## src/rtl/load_store_unit_if.sv

```systemverilog
// Request (execute -> LSU) and bus (LSU -> memory) channels of the load/store unit.
interface lsu_req_if #(parameter int REG_ADDR_WIDTH = 4);
  logic                      req_valid;
  logic                      req_ready;
  logic [2:0]                req_op;
  logic [31:0]               req_addr;
  logic [31:0]               req_wdata;
  logic [REG_ADDR_WIDTH-1:0] req_rd;

  modport master (output req_valid, req_op, req_addr, req_wdata, req_rd, input req_ready);
  modport slave  (input req_valid, req_op, req_addr, req_wdata, req_rd, output req_ready);
endinterface

interface lsu_bus_if;
  logic        bus_valid;
  logic        bus_write;
  logic [31:0] bus_addr;
  logic [31:0] bus_wdata;
  logic [3:0]  bus_wstrb;
  logic        bus_ready;
  logic [31:0] bus_rdata;
  logic        bus_error;

  modport master (output bus_valid, bus_write, bus_addr, bus_wdata, bus_wstrb,
                  input bus_ready, bus_rdata, bus_error);
  modport slave  (input bus_valid, bus_write, bus_addr, bus_wdata, bus_wstrb,
                  output bus_ready, bus_rdata, bus_error);
endinterface

```

## src/rtl/load_store_unit.sv

```systemverilog
// Single-outstanding load/store unit: lane formatting, load extension, timeout and sticky fault.
// LSU_MISALIGN_TRAP_EN: misaligned requests fault instead of being aligned down.
module load_store_unit #(
  parameter int TIMEOUT_CYCLES = 255,
  parameter int REG_ADDR_WIDTH = 4
) (
  input  logic                      clock,
  input  logic                      reset,
  lsu_req_if.slave                  req,
  lsu_bus_if.master                 bus,
  output logic                      rf_do_write,
  output logic [REG_ADDR_WIDTH-1:0] rf_write_loc,
  output logic [31:0]               rf_write_data,
  output logic                      busy,
  output logic                      fault,
  output logic [31:0]               fault_addr,
  input  logic                      fault_clear
);
  localparam int NUM_LANES = 4;
  localparam int CW = (TIMEOUT_CYCLES > 1) ? $clog2(TIMEOUT_CYCLES) : 1;
  localparam logic [CW-1:0] TO_LAST = CW'((TIMEOUT_CYCLES > 0) ? TIMEOUT_CYCLES - 1 : 0);

  typedef enum logic [1:0] {IDLE, BUS, WRITEBACK, FAULT} state_t;
  typedef struct packed {
    logic [2:0]                op;
    logic [31:0]               addr;
    logic [REG_ADDR_WIDTH-1:0] rd;
  } req_t;

  state_t  state;
  req_t    cur;
  logic [CW-1:0] cnt;

  // Incoming request decode; offsets are already aligned down to the access size.
  logic in_store, in_half, in_word;
  logic [1:0] in_off;
  logic [NUM_LANES-1:0]      lane_strb;
  logic [NUM_LANES-1:0][7:0] lane_wdata;

  assign in_store = (req.req_op >= 3'd5);
  assign in_half  = (req.req_op == 3'd1) || (req.req_op == 3'd4) || (req.req_op == 3'd6);
  assign in_word  = (req.req_op == 3'd2) || (req.req_op == 3'd7);
  assign in_off   = in_word ? 2'b00 : in_half ? {req.req_addr[1], 1'b0} : req.req_addr[1:0];

`ifdef LSU_MISALIGN_TRAP_EN
  logic in_misaligned;
  assign in_misaligned = (in_half && req.req_addr[0]) || (in_word && (req.req_addr[1:0] != 2'b00));
`endif

  for (genvar i = 0; i < NUM_LANES; i++) begin : g_lane
    assign lane_strb[i]  = in_store && (in_word || (in_half ? (in_off[1] == 1'(i / 2))
                                                            : (in_off == 2'(i))));
    assign lane_wdata[i] = !in_store ? 8'h00 :
                           in_word   ? req.req_wdata[8*i +: 8] :
                           in_half   ? req.req_wdata[8*(i%2) +: 8] :
                                       req.req_wdata[7:0];
  end

  // Load extraction from the latched op/address.
  logic [1:0]  ld_off;
  logic [31:0] ld_shift, ld_val;
  assign ld_off   = (cur.op == 3'd2) ? 2'b00 :
                    ((cur.op == 3'd1) || (cur.op == 3'd4)) ? {cur.addr[1], 1'b0} : cur.addr[1:0];
  assign ld_shift = bus.bus_rdata >> {ld_off, 3'b000};

  always_comb begin
    ld_val = ld_shift;
    case (cur.op)
      3'd0:    ld_val = {{24{ld_shift[7]}}, ld_shift[7:0]};
      3'd1:    ld_val = {{16{ld_shift[15]}}, ld_shift[15:0]};
      3'd3:    ld_val = {24'h0, ld_shift[7:0]};
      3'd4:    ld_val = {16'h0, ld_shift[15:0]};
      default: ld_val = ld_shift;
    endcase
  end

  logic timeout_hit;
  assign timeout_hit = (TIMEOUT_CYCLES != 0) && (cnt == TO_LAST);

  always_ff @(posedge clock or posedge reset) begin
    if (reset) begin
      state         <= IDLE;
      cur           <= '0;
      cnt           <= '0;
      req.req_ready <= 1'b1;
      bus.bus_valid <= 1'b0;
      bus.bus_write <= 1'b0;
      bus.bus_addr  <= '0;
      bus.bus_wdata <= '0;
      bus.bus_wstrb <= '0;
      rf_do_write   <= 1'b0;
      rf_write_loc  <= '0;
      rf_write_data <= '0;
      busy          <= 1'b0;
      fault         <= 1'b0;
      fault_addr    <= '0;
    end else begin
      case (state)
        IDLE: if (req.req_valid) begin
          cur           <= '{op: req.req_op, addr: req.req_addr, rd: req.req_rd};
          cnt           <= '0;
          req.req_ready <= 1'b0;
          busy          <= 1'b1;
`ifdef LSU_MISALIGN_TRAP_EN
          if (in_misaligned) begin
            state      <= FAULT;
            fault      <= 1'b1;
            fault_addr <= req.req_addr;
          end else
`endif
          begin
            state         <= BUS;
            bus.bus_valid <= 1'b1;
            bus.bus_write <= in_store;
            bus.bus_addr  <= {req.req_addr[31:2], 2'b00};
            bus.bus_wdata <= lane_wdata;
            bus.bus_wstrb <= lane_strb;
          end
        end
        BUS: if (bus.bus_ready) begin
          bus.bus_valid <= 1'b0;
          if (bus.bus_error) begin
            state      <= FAULT;
            fault      <= 1'b1;
            fault_addr <= cur.addr;
          end else if (bus.bus_write) begin
            state         <= IDLE;
            req.req_ready <= 1'b1;
            busy          <= 1'b0;
          end else begin
            state         <= WRITEBACK;
            rf_do_write   <= |cur.rd;
            rf_write_loc  <= cur.rd;
            rf_write_data <= ld_val;
          end
        end else if (timeout_hit) begin
          state         <= FAULT;
          bus.bus_valid <= 1'b0;
          fault         <= 1'b1;
          fault_addr    <= cur.addr;
        end else begin
          cnt <= cnt + 1'b1;
        end
        WRITEBACK: begin
          state         <= IDLE;
          rf_do_write   <= 1'b0;
          req.req_ready <= 1'b1;
          busy          <= 1'b0;
        end
        FAULT: if (fault_clear) begin
          state         <= IDLE;
          fault         <= 1'b0;
          req.req_ready <= 1'b1;
          busy          <= 1'b0;
        end
        default: state <= IDLE;
      endcase
    end
  end
endmodule

```

## src/flat_wrapper.sv

```systemverilog
// flat-port wrapper written by rule: the top's interface ports become plain ports
module load_store_unit_flat 
#(
  parameter int TIMEOUT_CYCLES = 255,
  parameter int REG_ADDR_WIDTH = 4
)
  (clock, reset, rf_do_write, rf_write_loc, rf_write_data, busy, fault, fault_addr, fault_clear, req_req_valid, req_req_op, req_req_addr, req_req_wdata, req_req_rd, req_req_ready, bus_bus_valid, bus_bus_write, bus_bus_addr, bus_bus_wdata, bus_bus_wstrb, bus_bus_ready, bus_bus_rdata, bus_bus_error);
  lsu_req_if #(.REG_ADDR_WIDTH(REG_ADDR_WIDTH)) req_i ();
  lsu_bus_if bus_i ();
  input  logic clock;
  input  logic reset;
  output logic rf_do_write;
  output logic [REG_ADDR_WIDTH-1:0] rf_write_loc;
  output logic [31:0] rf_write_data;
  output logic busy;
  output logic fault;
  output logic [31:0] fault_addr;
  input  logic fault_clear;
  input wire logic [$bits(req_i.req_valid)-1:0] req_req_valid;
  input wire logic [$bits(req_i.req_op)-1:0] req_req_op;
  input wire logic [$bits(req_i.req_addr)-1:0] req_req_addr;
  input wire logic [$bits(req_i.req_wdata)-1:0] req_req_wdata;
  input wire logic [$bits(req_i.req_rd)-1:0] req_req_rd;
  output wire logic [$bits(req_i.req_ready)-1:0] req_req_ready;
  output wire logic [$bits(bus_i.bus_valid)-1:0] bus_bus_valid;
  output wire logic [$bits(bus_i.bus_write)-1:0] bus_bus_write;
  output wire logic [$bits(bus_i.bus_addr)-1:0] bus_bus_addr;
  output wire logic [$bits(bus_i.bus_wdata)-1:0] bus_bus_wdata;
  output wire logic [$bits(bus_i.bus_wstrb)-1:0] bus_bus_wstrb;
  input wire logic [$bits(bus_i.bus_ready)-1:0] bus_bus_ready;
  input wire logic [$bits(bus_i.bus_rdata)-1:0] bus_bus_rdata;
  input wire logic [$bits(bus_i.bus_error)-1:0] bus_bus_error;
  assign req_i.req_valid = req_req_valid;
  assign req_i.req_op = req_req_op;
  assign req_i.req_addr = req_req_addr;
  assign req_i.req_wdata = req_req_wdata;
  assign req_i.req_rd = req_req_rd;
  assign req_req_ready = req_i.req_ready;
  assign bus_bus_valid = bus_i.bus_valid;
  assign bus_bus_write = bus_i.bus_write;
  assign bus_bus_addr = bus_i.bus_addr;
  assign bus_bus_wdata = bus_i.bus_wdata;
  assign bus_bus_wstrb = bus_i.bus_wstrb;
  assign bus_i.bus_ready = bus_bus_ready;
  assign bus_i.bus_rdata = bus_bus_rdata;
  assign bus_i.bus_error = bus_bus_error;
  load_store_unit #(.TIMEOUT_CYCLES(TIMEOUT_CYCLES), .REG_ADDR_WIDTH(REG_ADDR_WIDTH)) u_core (.clock(clock), .reset(reset), .req(req_i), .bus(bus_i), .rf_do_write(rf_do_write), .rf_write_loc(rf_write_loc), .rf_write_data(rf_write_data), .busy(busy), .fault(fault), .fault_addr(fault_addr), .fault_clear(fault_clear));
endmodule
```

## config.mk

```make
export PLATFORM = sky130hd
export DESIGN_NAME = load_store_unit_flat
export DESIGN_NICKNAME = d
export VERILOG_FILES = /design/src/rtl/load_store_unit_if.sv /design/src/rtl/load_store_unit.sv /design/src/flat_wrapper.sv
export SDC_FILE = /design/constraint.sdc
export NUM_CORES = 1
export LEC_CHECK = 0
export CAP_MARGIN = 40
export CORE_UTILIZATION = 40
export CTS_BUF_LIST = sky130_fd_sc_hd__clkbuf_8
export DETAILED_ROUTE_END_ITERATION = 8
export GPL_TIMING_DRIVEN = 0
export HOLD_SLACK_MARGIN = 0.05
export PLACE_DENSITY = 0.77
export SYNTH_ARGS = -nofsm -noshare
export SYNTH_HDL_FRONTEND = slang
export SYNTH_SLANG_ARGS = --single-unit
```

## constraint.sdc

```tcl
create_clock -name clock -period 12.2 [get_ports clock]
set_input_delay 1.83 -clock clock [delete_from_list [all_inputs] [get_ports clock]]
set_output_delay 1.83 -clock clock [all_outputs]
set_load 0.02 [all_outputs]
```

# Word-level counts from Yosys, hierarchy flattened
# Cells that the tools add are included.
# W data, S select, Z words.
# op_classes
n_addsub,1
mul,0
n_div,0
magnitude_cmp,1
n_eq_ne,27
n_shift,1
muxes,54
bitwise,3
reduce_logical,29
# ops
cell,n
$pmux W32 S4,1
$mux W32,3
$mux W8,11
$shr A32 B5 Y32,1
$mux W1,24
$mux W2,8
$pmux W8 S2,1
$reduce_and A4 Y1,4
$ne A2 B2 Y1 const B,7
$eq A3 B3 Y1 const B,4
$eq A3 B2 Y1 const B,3
$reduce_and A3 Y1,3
$add A8 B1 Y8 const B,1
$eq A2 B2 Y1 const B,4
$eq A8 B8 Y1 const B,1
$logic_or A1 B1 Y1,8
$pmux W1 S4,2
$pmux W2 S4,1
$reduce_bool A2 Y1,4
$eq A3 B1 Y1 const B,2
$pmux W1 S2,3
$reduce_and A5 Y1,1
$eq A2 B1 Y1 const B,2
$logic_and A1 B1 Y1,4
other kinds (9),13
# totals
regBits,189
latch_bits,0
ram_bits,0
mem_bits_ro,0
input_bits,109
output_inout_bits,142
memories,0

# Logic depth before layout (Yosys ltp)
# depth
word_depth,9
mapped_depth,9
mapped_depth_nobuf,7

# Least setup slack after synthesis
# OpenSTA, ideal clock, no wires.
# synth_path
path_type,input to register
startpoint,in req_req_op[2]
endpoint,reg u_core.bus.bus_wdata[10]
setup_time_ns,0.133
arrival_time_ns,3.097
t_required_ns,12.067
path_slack_ns,8.969
stages,5
path_buffers,1
path_cell_list,clkbuf_1 -> xor2_1 -> a21oi_1 -> mux2i_1 -> o21ai_0
# synth_via
elab_chain_cells,6
elab_cells_between_ends,12
classes_between,order compare (1); eq/ne (5); mux (3); reduce/logical (3)
# synth_lines
item,line_no,rtl
from (decl),flat_wrapper.sv:20,input wire logic [$bits(req_i.req_op)-1:0] req_req_op;
$eq A3 B1 Y1 / $eq A3 B3 Y1 (equally long branches),load_store_unit.sv:41,assign in_half = (req.req_op == 3'd1) || (req.req_op == 3'd4) || (req.req_op == 3'd6);
$logic_or A1 B1 Y1 (2 in a row),load_store_unit.sv:41,
$mux W8,load_store_unit.sv:55,in_half ? req.req_wdata[8*(i%2) +: 8] :
$mux W8,load_store_unit.sv:54,in_word ? req.req_wdata[8*i +: 8] :
$mux W8 *,load_store_unit.sv:53,assign lane_wdata[i] = !in_store ? 8'h00 :
to (signal assigned),load_store_unit.sv:116,bus.bus_wdata <= lane_wdata;
to (decl),load_store_unit_if.sv:24,"modport master (output bus_valid, bus_write, bus_addr, bus_wdata, bus_wstrb,"
# Mark *: on every way between the ends. The rest lies on a longest branch, timed or not.
# A chain may end at the register's enable or synchronous reset.

# Worst setup path in the final report
# layout_path
startpoint,in req_req_valid
endpoint,reg u_core.bus.bus_wdata[24]
# layout_via
elab_chain_cells,1
# layout_lines
item,line_no,rtl
from (decl),flat_wrapper.sv:19,input wire logic [$bits(req_i.req_valid)-1:0] req_req_valid;
$reduce_and A2 Y1 (no source line),-,
# No other way between the ends.

==> results.md <==
* Finished Layout Cells at ~1200
* WP data arrival at 4.05 ns
* WL per Instance at around 17 um
* Hold Violations, Final at 0
* Placed cell area at 10230 um2
* Worst Hold Class: flop to flop
* Clock Skew at 0.01455 ns
* Most frequent cells after synthesis: nand2_1, dfrtp_1, mux2i_1
* CTS root buf: clkbuf_8
* Maxcap violations at 0
* Setup Total Neg Slack at 0 ns
* Tcrit/Tclk final at 30.06%
* GPL Wtd Cong at 0.8304
* Type of origin of the critical path: input pin
* Sequential area share after synthesis at 53.46%
* Clock buffer depth at 2
* TritonCTS Buffers at 17
* Top Ports at 251
* PortBufs at between 200 and 250
* Status: complete, but fails checks
* Post-route DRC at 32
* Reg2reg end: u_core.fault_addr[9]$_DFFE_PP0P_
* Worst reg2reg startpoint: u_core.cnt[0]$_DFFE_PP0P_
* Top-count cell post-synth: nand2_1
* Worst Reg-to-Reg Cells at 9
* WP data required at 12.59 ns
* Placed insts at 1184
* Vias per inst at 5.036
* Share of cells above drive strength 1 at 14.18%
* Worst-path maximum fanout at 10
* Post-synth cell types at 59
* Pre-antenna DRT Iters at 9
* Vias in the first global route at 6157
* GRT overflow at 0
* Postcts setup bufs at 0
* Unrepaired setup endpoints after global routing: false
* Critical path startpoint: req_req_valid
* Detailed-route via count at 6124
* Slew Limit Fails at 0
* Die ar. at ~19000 um2
* CP Class: input pin to flop
* Detailed Route WL at 21.03 mm
* Hpwl dp at 15.48 mm
* First-pass GRT wire length at roughly 34 mm
* Sink Count at 159
* Finished Cell Area at around 11000 um2
* Top post-synthesis cells by area: dfrtp_1, nand2_1, mux2i_1, mux2_2, buf_4
* Post-layout nets at 1085
* Register bit count reported by yosys at 159
* Final ANT Viol Nets at 0
* Async S/R FF share, synth at 100.0%
* End point of the critical path: u_core.bus.bus_wdata[24]$_DFFE_PP0P_
* Antenna diodes at 0
* Worst Max-Slew Pin Slew at 1.036 ns
* Post-CTS Resized at 0
* Violated checks: design-rule violations
* Syn avg cell area at 10.54 um2
* Final setup vio count at 0
* Initial Util at 41.16%
* Clock slew at reported path FFs at 0.09 ns
* CORE AREA at 18090 um2
* CP endpoint kind: flop
* PwrDens at 253.7 nW/um2
* Worst vdd ir at ~0.00014 V
* Worst reg2reg setup slack at 9.68 ns
* Largest net degree at the start of global routing at 87
* Lkg Pwr at 4.962 nW
* Clock latency on the worst-skew pair at 0.45 ns
* Cts hold-fix bufs at 0
* Die Span X at ~140 um
* Relative slew slack at 29.14%
* 1st-iter DRT viols at 339
* Post-Syn Area at about 7400 um2
* Crit path time final at between 3 and 4 ns
* Yosys top cell area share at 53.11%
* # H-tree levels at 4
* Initial antenna violation count at 0
* CTS tree: yes
* Ys flop type: dfrtp_1
* Synthesis warning total at 0
* Cell accounting for the most synthesized area: dfrtp_1
* Max Clk Rate at 272.7 MHz
* Total Power at 0.002695 W
* Die Span Y at roughly 140 um
* Synthesized instance count at 706
* Area Overhead vs Synth at 42.66%
* Number of core rows at about 50
* Global-route usage over all layers at 22.67%
* Number of flops mapped to enable cells by yosys at 0
[critical path: stages]
cell	delay, ns
clkdlybuf4s50_1	0.55
or3b_2	0.48
or2_2	0.30
clkbuf_1	0.21
clkbuf_1	0.28
a21oi_1	0.17
o21ai_0	0.12
nand2_1	0.11
[how the worst min path moves through the flow]
stage                     depth (start not counted)                                 start  slack [ns]                                   end
after CTS                                         2  u_core.bus.bus_wdata[27]$_DFFE_PP0P_        0.49  u_core.bus.bus_wdata[27]$_DFFE_PP0P_
after detailed placement                          2  u_core.bus.bus_wdata[29]$_DFFE_PP0P_        0.46  u_core.bus.bus_wdata[29]$_DFFE_PP0P_
after floorplan                                   1             u_core.cnt[6]$_DFFE_PP0P_        0.45             u_core.cnt[6]$_DFFE_PP0P_
final                                             2   u_core.bus.bus_wstrb[2]$_DFFE_PP0P_        0.48   u_core.bus.bus_wstrb[2]$_DFFE_PP0P_
after global routing                              1             u_core.cnt[6]$_DFFE_PP0P_        0.52             u_core.cnt[6]$_DFFE_PP0P_
after global placement                            2  u_core.bus.bus_wdata[24]$_DFFE_PP0P_        0.45  u_core.bus.bus_wdata[24]$_DFFE_PP0P_
[registers in the layout (all words and copies together), names as in the netlist, 2 cells and up]
register / count
u_core.cur: 39
u_core.bus.bus_wstrb: 4
u_core.bus.bus_wdata: 32
u_core.fault_addr: 32
u_core.rf_write_loc: 4
u_core.state: 2
u_core.cnt: 8
u_core.rf_write_data: 32
[cell families (layout without fill, tap and decap cells)]
logic type | count (synthesis) | after routing | share of synthesized area, %
other | 1 | 2 | 0.05037
xor gates and xnor gates | 6 | 6 | 0.7059
AOI/OAI and AO/OA | 130 | 130 | 11.97
and+or+nand+nor | 229 | 229 | 13.36
DFF | 159 | 159 | 53.46
buffers and inverters | 82 | 362 | 6.252
adders and majority gates | 2 | 2 | 0.3361
muxes | 97 | 97 | 13.87
[per-stage QoR]
stage | setup slack, ns | utilization [%] | hold slack, ns
after global placement | 3.715 | 56.33 | 0.4527
after CTS | 8.515 | 58.72 | 0.4914
after detailed placement | 8.036 | 56.59 | 0.4627
after floorplan | 6.080 | - | 0.4453
final | 8.533 | 58.72 | 0.4839
after global routing | 8.368 | 58.72 | 0.5157
[where the power goes]
part	switching, W	internal (W)	total [W]
clock	0.000218	0.000168	0.000386
combinational	0.000714	0.000691	0.00141
sequential	0.000148	0.000755	0.000904
total	0.00108	0.00161	0.00269
[placed cells by master (no fill, tap or decap), types with 3 or more instances in the layout]
cell type	synthesis	layout
or3b_1	3	3
mux2i_1	57	57
nor2_1	15	15
o211ai_1	10	10
inv_6	0	5
nand2b_1	4	4
a22oi_1	15	15
clkdlybuf4s50_1	0	245
a2bb2oi_1	8	8
clkbuf_1	28	28
nand2_1	176	176
o21ai_2	10	10
xor2_1	4	4
nor2b_1	7	7
buf_2	6	7
clkbuf_8	0	17
o21ai_0	44	44
dfrtp_1	158	158
inv_1	9	8
inv_8	0	3
nand3_1	3	3
clkinv_4	0	4
a21oi_1	15	15
a22o_1	10	10
buf_4	35	36
mux2_2	39	39
[layout make-up]
cell class                 instances  area, um2
timing repair buffer             248       2492
buffer                            73      431.7
fill                            1553       7466
inverter                           9      41.29
sequential                       159       3980
multi-input combinational        466       3003
clock inverter                    15      151.4
tap                              229      286.5
clock buffer                      17      234.0
[layer usage]
layer / global-route usage, % / vias to the layer above / wire, um
li1: - / 2935 / -
met1: 27.93 / 2953 / 8743
met2: 37.24 / 218 / 9946
met3: 8.452 / 18 / 1988
met4: 6.328 / 0 / 354
met5: 0 / - / 0
No activity file was read; power rests on OpenSTA's default activity.
